--- src/rtl/gcd_scheduler.sv ---
// rtl/gcd_scheduler.sv - round-robin front end sharing one GCD engine between two requesters
// Latches one operand pair at a time, drives the engine start/done protocol, and routes the result to its owner.
module gcd_scheduler #(
    parameter int WIDTH   = 16,
    parameter int TIMEOUT = 1024
) (
    input  logic             clk,
    input  logic             rst_n,
    input  logic             req0_valid,
    input  logic [WIDTH-1:0] req0_a,
    input  logic [WIDTH-1:0] req0_b,
    output logic             req0_ready,
    output logic             resp0_valid,
    output logic [WIDTH-1:0] resp0_gcd,
    output logic             resp0_err,
    input  logic             req1_valid,
    input  logic [WIDTH-1:0] req1_a,
    input  logic [WIDTH-1:0] req1_b,
    output logic             req1_ready,
    output logic             resp1_valid,
    output logic [WIDTH-1:0] resp1_gcd,
    output logic             resp1_err,
    output logic             eng_start,
    output logic [WIDTH-1:0] eng_a,
    output logic [WIDTH-1:0] eng_b,
    input  logic             eng_done,
    input  logic [WIDTH-1:0] eng_gcd,
    output logic             busy
);
    localparam int WD_W = $clog2(TIMEOUT);
    localparam logic [WD_W-1:0] WD_LAST = WD_W'(TIMEOUT - 1);

    typedef enum logic [2:0] {
        S_IDLE,
        S_ZERO,
        S_ISSUE,
        S_WAIT,
        S_RESP
    } state_t;

    state_t           state_q, state_d;
    logic             rr_ptr_q, rr_ptr_d;
    logic             owner_q, owner_d;
    logic [WIDTH-1:0] a_q, a_d;
    logic [WIDTH-1:0] b_q, b_d;
    logic [WIDTH-1:0] eng_a_q, eng_a_d;
    logic [WIDTH-1:0] eng_b_q, eng_b_d;
    logic [WIDTH-1:0] result_q, result_d;
    logic             err_q, err_d;
    logic [WD_W-1:0]  wd_q, wd_d;

    logic             idle;
    logic             grant0;
    logic             grant1;
    logic             accept;
    logic [WIDTH-1:0] sel_a;
    logic [WIDTH-1:0] sel_b;

    assign idle   = (state_q == S_IDLE);
    assign grant0 = req0_valid && (!req1_valid || !rr_ptr_q);
    assign grant1 = req1_valid && (!req0_valid || rr_ptr_q);
    // Gated by rst_n so ready is also low while reset is held.
    assign req0_ready = rst_n && idle && grant0;
    assign req1_ready = rst_n && idle && grant1;
    assign accept     = req0_ready || req1_ready;
    assign sel_a      = req1_ready ? req1_a : req0_a;
    assign sel_b      = req1_ready ? req1_b : req0_b;

    always_comb begin
        state_d  = state_q;
        rr_ptr_d = rr_ptr_q;
        owner_d  = owner_q;
        a_d      = a_q;
        b_d      = b_q;
        eng_a_d  = eng_a_q;
        eng_b_d  = eng_b_q;
        result_d = result_q;
        err_d    = err_q;
        wd_d     = wd_q;
        case (state_q)
            S_IDLE: begin
                if (accept) begin
                    owner_d  = req1_ready;
                    rr_ptr_d = !req1_ready;
                    a_d      = sel_a;
                    b_d      = sel_b;
                    if ((sel_a == '0) || (sel_b == '0)) begin
                        state_d = S_ZERO;
                    end else begin
                        state_d = S_ISSUE;
                        eng_a_d = sel_a;
                        eng_b_d = sel_b;
                    end
                end
            end
            S_ISSUE: begin
                wd_d    = '0;
                state_d = S_WAIT;
            end
            S_WAIT: begin
                // A done arriving on the final watchdog cycle still wins over the timeout.
                if (eng_done) begin
                    result_d = eng_gcd;
                    err_d    = 1'b0;
                    state_d  = S_RESP;
                end else if (wd_q == WD_LAST) begin
                    result_d = '0;
                    err_d    = 1'b1;
                    state_d  = S_RESP;
                end else begin
                    wd_d = wd_q + WD_W'(1);
                end
            end
            S_ZERO: begin
                result_d = a_q | b_q;
                err_d    = 1'b0;
                state_d  = S_RESP;
            end
            S_RESP: begin
                state_d = S_IDLE;
            end
            default: begin
                state_d = S_IDLE;
            end
        endcase
    end

    always_ff @(posedge clk or negedge rst_n) begin
        if (!rst_n) begin
            state_q  <= S_IDLE;
            rr_ptr_q <= 1'b0;
            owner_q  <= 1'b0;
            a_q      <= '0;
            b_q      <= '0;
            eng_a_q  <= '0;
            eng_b_q  <= '0;
            result_q <= '0;
            err_q    <= 1'b0;
            wd_q     <= '0;
        end else begin
            state_q  <= state_d;
            rr_ptr_q <= rr_ptr_d;
            owner_q  <= owner_d;
            a_q      <= a_d;
            b_q      <= b_d;
            eng_a_q  <= eng_a_d;
            eng_b_q  <= eng_b_d;
            result_q <= result_d;
            err_q    <= err_d;
            wd_q     <= wd_d;
        end
    end

    assign eng_start   = (state_q == S_ISSUE);
    assign eng_a       = eng_a_q;
    assign eng_b       = eng_b_q;
    assign busy        = !idle;
    assign resp0_valid = (state_q == S_RESP) && !owner_q;
    assign resp1_valid = (state_q == S_RESP) && owner_q;
    assign resp0_gcd   = resp0_valid ? result_q : '0;
    assign resp1_gcd   = resp1_valid ? result_q : '0;
    assign resp0_err   = resp0_valid && err_q;
    assign resp1_err   = resp1_valid && err_q;

endmodule

--- config.mk ---
export PLATFORM = sky130hd
export DESIGN_NAME = gcd_scheduler
export DESIGN_NICKNAME = d
export VERILOG_FILES = /design/src/rtl/gcd_scheduler.sv
export SDC_FILE = /design/constraint.sdc
export NUM_CORES = 1
export LEC_CHECK = 0
export BUFFER_PORTS_ARGS = -buffer_cell sky130_fd_sc_hd__buf_2
export CAP_MARGIN = 25
export CORE_ASPECT_RATIO = 2
export CORE_MARGIN = 2
export CORE_UTILIZATION = 51
export DETAILED_ROUTE_END_ITERATION = 8
export PLACE_DENSITY = 0.79
export SLEW_MARGIN = 10
export SYNTH_ARGS = -nofsm -noshare
export SYNTH_HDL_FRONTEND = slang
export SYNTH_SLANG_ARGS = --single-unit
--- constraint.sdc ---
create_clock -name clk -period 2.3 [get_ports clk]
set_input_delay 0.23 -clock clk [delete_from_list [all_inputs] [get_ports clk]]
set_output_delay 0.23 -clock clk [all_outputs]
set_load 0.005 [all_outputs]
==> impl_metrics.py <==
metrics = {
    "route": {
        "drc": 0,
        "viasPerCell": 5.61,
        "highest_layer": "met4",
        "met3_length_um": 601,
        "routed_wl_um": 13300,
        "ant_nets": 0,
        "route.met2.wl_um": 7410,
        "drt_first_pass_iters": 5,
        "drt_iter0_markers": 269,
        "wl_met1_um": 4670,
        "dr_total_vias": 4127,
        "wl_per_cell_um": 18.1,
    },
    "floorplan": {
        "die_h_um": 140,
        "initial_utilization": 0.524,
        "die_area_mm2": 0.0100,
        "core_area_mm2": 0.00895,
        "die_x_um": 71.8,
        "ioPinCount": 157,
        "row_count": 49,
    },
    "critical_path": {
        "cp_slowest_stage_delay_ps": 500,
        "slowest_stage": "dfrtp_1",
        "crit_chain": "nor4b_4 -> nand3_2 -> buf_4 -> and2_1 -> buf_2",
        "cp.arrival_ps": 1930,
        "crit_cells": 5,
        "required_ps": 2070,
        "cp-end-kind": "output port",
        "path_max_fanout": 19,
        "crit_family": "simple AND/OR/NAND/NOR gates",
        "critPathLaunchType": "register",
        "worst-path-buf-inv": 2,
        "r2r_cells": 7,
        "critical_path_class": "reg -> out",
    },
    "global_route": {
        "grt_max_degree": 63,
        "grt_pass1_wl_um": 21300,
        "grt_usage": 0.279,
        "grt_overflow": 0,
        "antenna_found_initial": 0,
        "grt_pass1_vias": 4227,
    },
    "cells_and_area": {
        "syn2layout_area_growth_pct": 25.4,
        "n_fill_cell": 708,
        "drive_gt1_frac": 0.303,
        "final_common_cell": "buf_2",
        "layout.nets": 716,
        "n_antenna_cell": 0,
        "final_cell_mix": "155 x buf_2, 96 x dfrtp_1, 65 x mux2i_1",
    },
    "sta": {
        "whs_ps": 93.9,
        "hold_viol_final": 0,
        "slew_headroom": 0.490,
        "period_minus_slack_ps": 2160,
        "tns_ps": 0,
        "fin_skew_ps": 5.39,
        "fin_ws_ps": 137,
        "worst_pin_slew_ps": 765,
        "setup_viol": 0,
        "fin_crit_sh": 0.940,
        "timing.fmax_mhz": 462,
        "rsz0062_at_grt": "no",
        "slew_viol_final": 0,
    },
    "placed_design": {
        "place_congestion": 0.893,
        "pre_cts_ws_ps": 252,
        "hpwl_um": 10300,
        "port_buffers": 156,
    },
    "clocking": {
        "clockBufferDepth": 2,
        "cts-root-buf": "clkbuf_16",
        "cts_sinks": 96,
        "post_cts_buffers": 0,
        "clkLatencyLatePin_ps": 340,
        "htree_levels": 3,
        "cts_tree": "built",
        "clk_transition_reported_paths_ps": 60,
        "cts_buffers": 9,
    },
    "logic_synthesis": {
        "ys_async_sr_fraction": 1.00,
        "syn_area_mm2": 0.00469,
        "synthFlopType": "dfrtp_1",
        "synth_seq_area_share": 0.512,
        "yosys.area.top_type": "dfrtp_1",
        "ys_seq_elements": 96,
        "yosysWarnings": 0,
        "synthTopCellsByArea": "dfrtp_1 51%, mux2i_1 14%, and2_1 4.7%",
        "synth_top_area_share": 0.512,
        "syn_inst": 475,
        "syn-num-nets": 561,
        "synth.avg_cell_area_um2": 9.88,
        "synth-edff-count": 0,
        "yosysUniqueCellTypes": 41,
    },
    "power_and_ir_drop": {
        "power.density_mw_per_mm2": 1160,
        "irDropWorstVdd_mv": 0.791,
        "total_power_w": 0.00685,
        "p_leak_nw": 3.09,
    },
    "outcome": {
        "status": "finished, final reports clean",
    },
    "worst_hold_path": {
        "hold_path_class": "in -> reg",
        "whs_path_depth": 3,
    },
    "flow_run": {
        "max-cap-violations": 0,
    },
}
==> cell usage after synthesis (2+ instances only) <==
master / instances
a21oi_1: 33
a22o_1: 8
and2_1: 35
buf_2: 6
buf_6: 3
clkbuf_1: 16
dfrtp_1: 96
inv_1: 36
mux2i_1: 65
nand2_1: 37
nand2b_1: 2
nand3_1: 22
nand4_1: 7
nor2_1: 35
nor2b_1: 2
nor3_1: 4
nor4_1: 18
nor4b_1: 2
o21a_1: 2
o21ai_0: 20
o31ai_1: 4
or3_1: 2
xor2_1: 2
==> per-layer routing <==
metal,global-route usage,up-vias
li1,-,1948
met1,0.304,1991
met2,0.501,152
met3,0.0413,36
met4,0.152,0
met5,0,-
==> cell families (layout without fill, tap and decap cells) <==
| group | after synthesis | count (layout) | synth area share |
|---|---|---|---|
| AOI/OAI and AO/OA | 73 | 73 | 0.0912 |
| xor gates and xnor gates | 2 | 2 | 0.00373 |
| adders and majority gates | 1 | 1 | 0.00267 |
| buffers and inverters | 63 | 221 | 0.0579 |
| DFF | 96 | 96 | 0.512 |
| muxes | 66 | 66 | 0.141 |
| and+or+nand+nor | 174 | 174 | 0.192 |
==> sequential cells by signal, summed over array words and instances, names as in the netlist <==
| signal | flops |
|---|---|
| rr_ptr_q | 1 |
| err_q | 1 |
| result_q | 16 |
| b_q | 16 |
| eng_a | 16 |
| a_q | 16 |
| wd_q | 10 |
| eng_b | 16 |
| state_q | 3 |
| owner_q | 1 |
==> final timing paths <==
path / from / end / slack [ps]
max in group asynchronous: rst_n / eng_b[9] / 680
setup / recovery: state_q[1] / req0_ready / 140
min in group asynchronous: rst_n / eng_a[9] / 490
hold reg to reg: rr_ptr_q / rr_ptr_q / 490
setup reg to reg: state_q[1] / eng_b[7] / 240
hold / removal: eng_gcd[1] / result_q[1] / 90
==> where the power goes <==
group	switching, W	total, W	internal (W)	leakage [nW]
Sequential	0.000537	0.00302	0.00249	1.12
Combinational	0.00138	0.00250	0.00112	1.84
Clock	0.000578	0.00133	0.000749	0.126
Total	0.00249	0.00685	0.00436	3.09
==> stage by stage <==
stage | instance area [um2] | util | instances
finish | 5890 | 0.658 | 735
global route | 5890 | 0.658 | 735
CTS | 5870 | 0.656 | 734
detailed placement | 5610 | 0.626 | 719
global placement | 5610 | 0.626 | 719
floorplan | 4690 | - | 475
==> area by class of cell <==
type                            instances  area (um2)  area share
Clock buffer                           13         250      0.0425
Timing Repair Buffer                  170         903       0.153
Sequential cell                        96        2400       0.408
Clock inverter                          1        5.00    0.000850
Inverter                               37         140      0.0238
Tap cell                              102         128      0.0217
Multi-Input combinational cell        316        2060       0.350
==> worst register-to-register path: stages, from the launching register on <==
cell,delay [ps]
dfrtp_1,500
nor4b_4,350
nand3_2,170
clkinv_2,110
nand3_2,100
a21boi_4,220
buf_12,270
mux2i_1,260
==> repair_timing <==
| item | CTS | global route |
|---|---|---|
| hold buffers | 1 | 0 |
| gates resized for setup | 0 | 1 |
| endpoints found under the hold margin | 34 | 0 |
| endpoints found under the setup margin | 0 | 1 |
No activity file was read; power rests on OpenSTA's default activity.
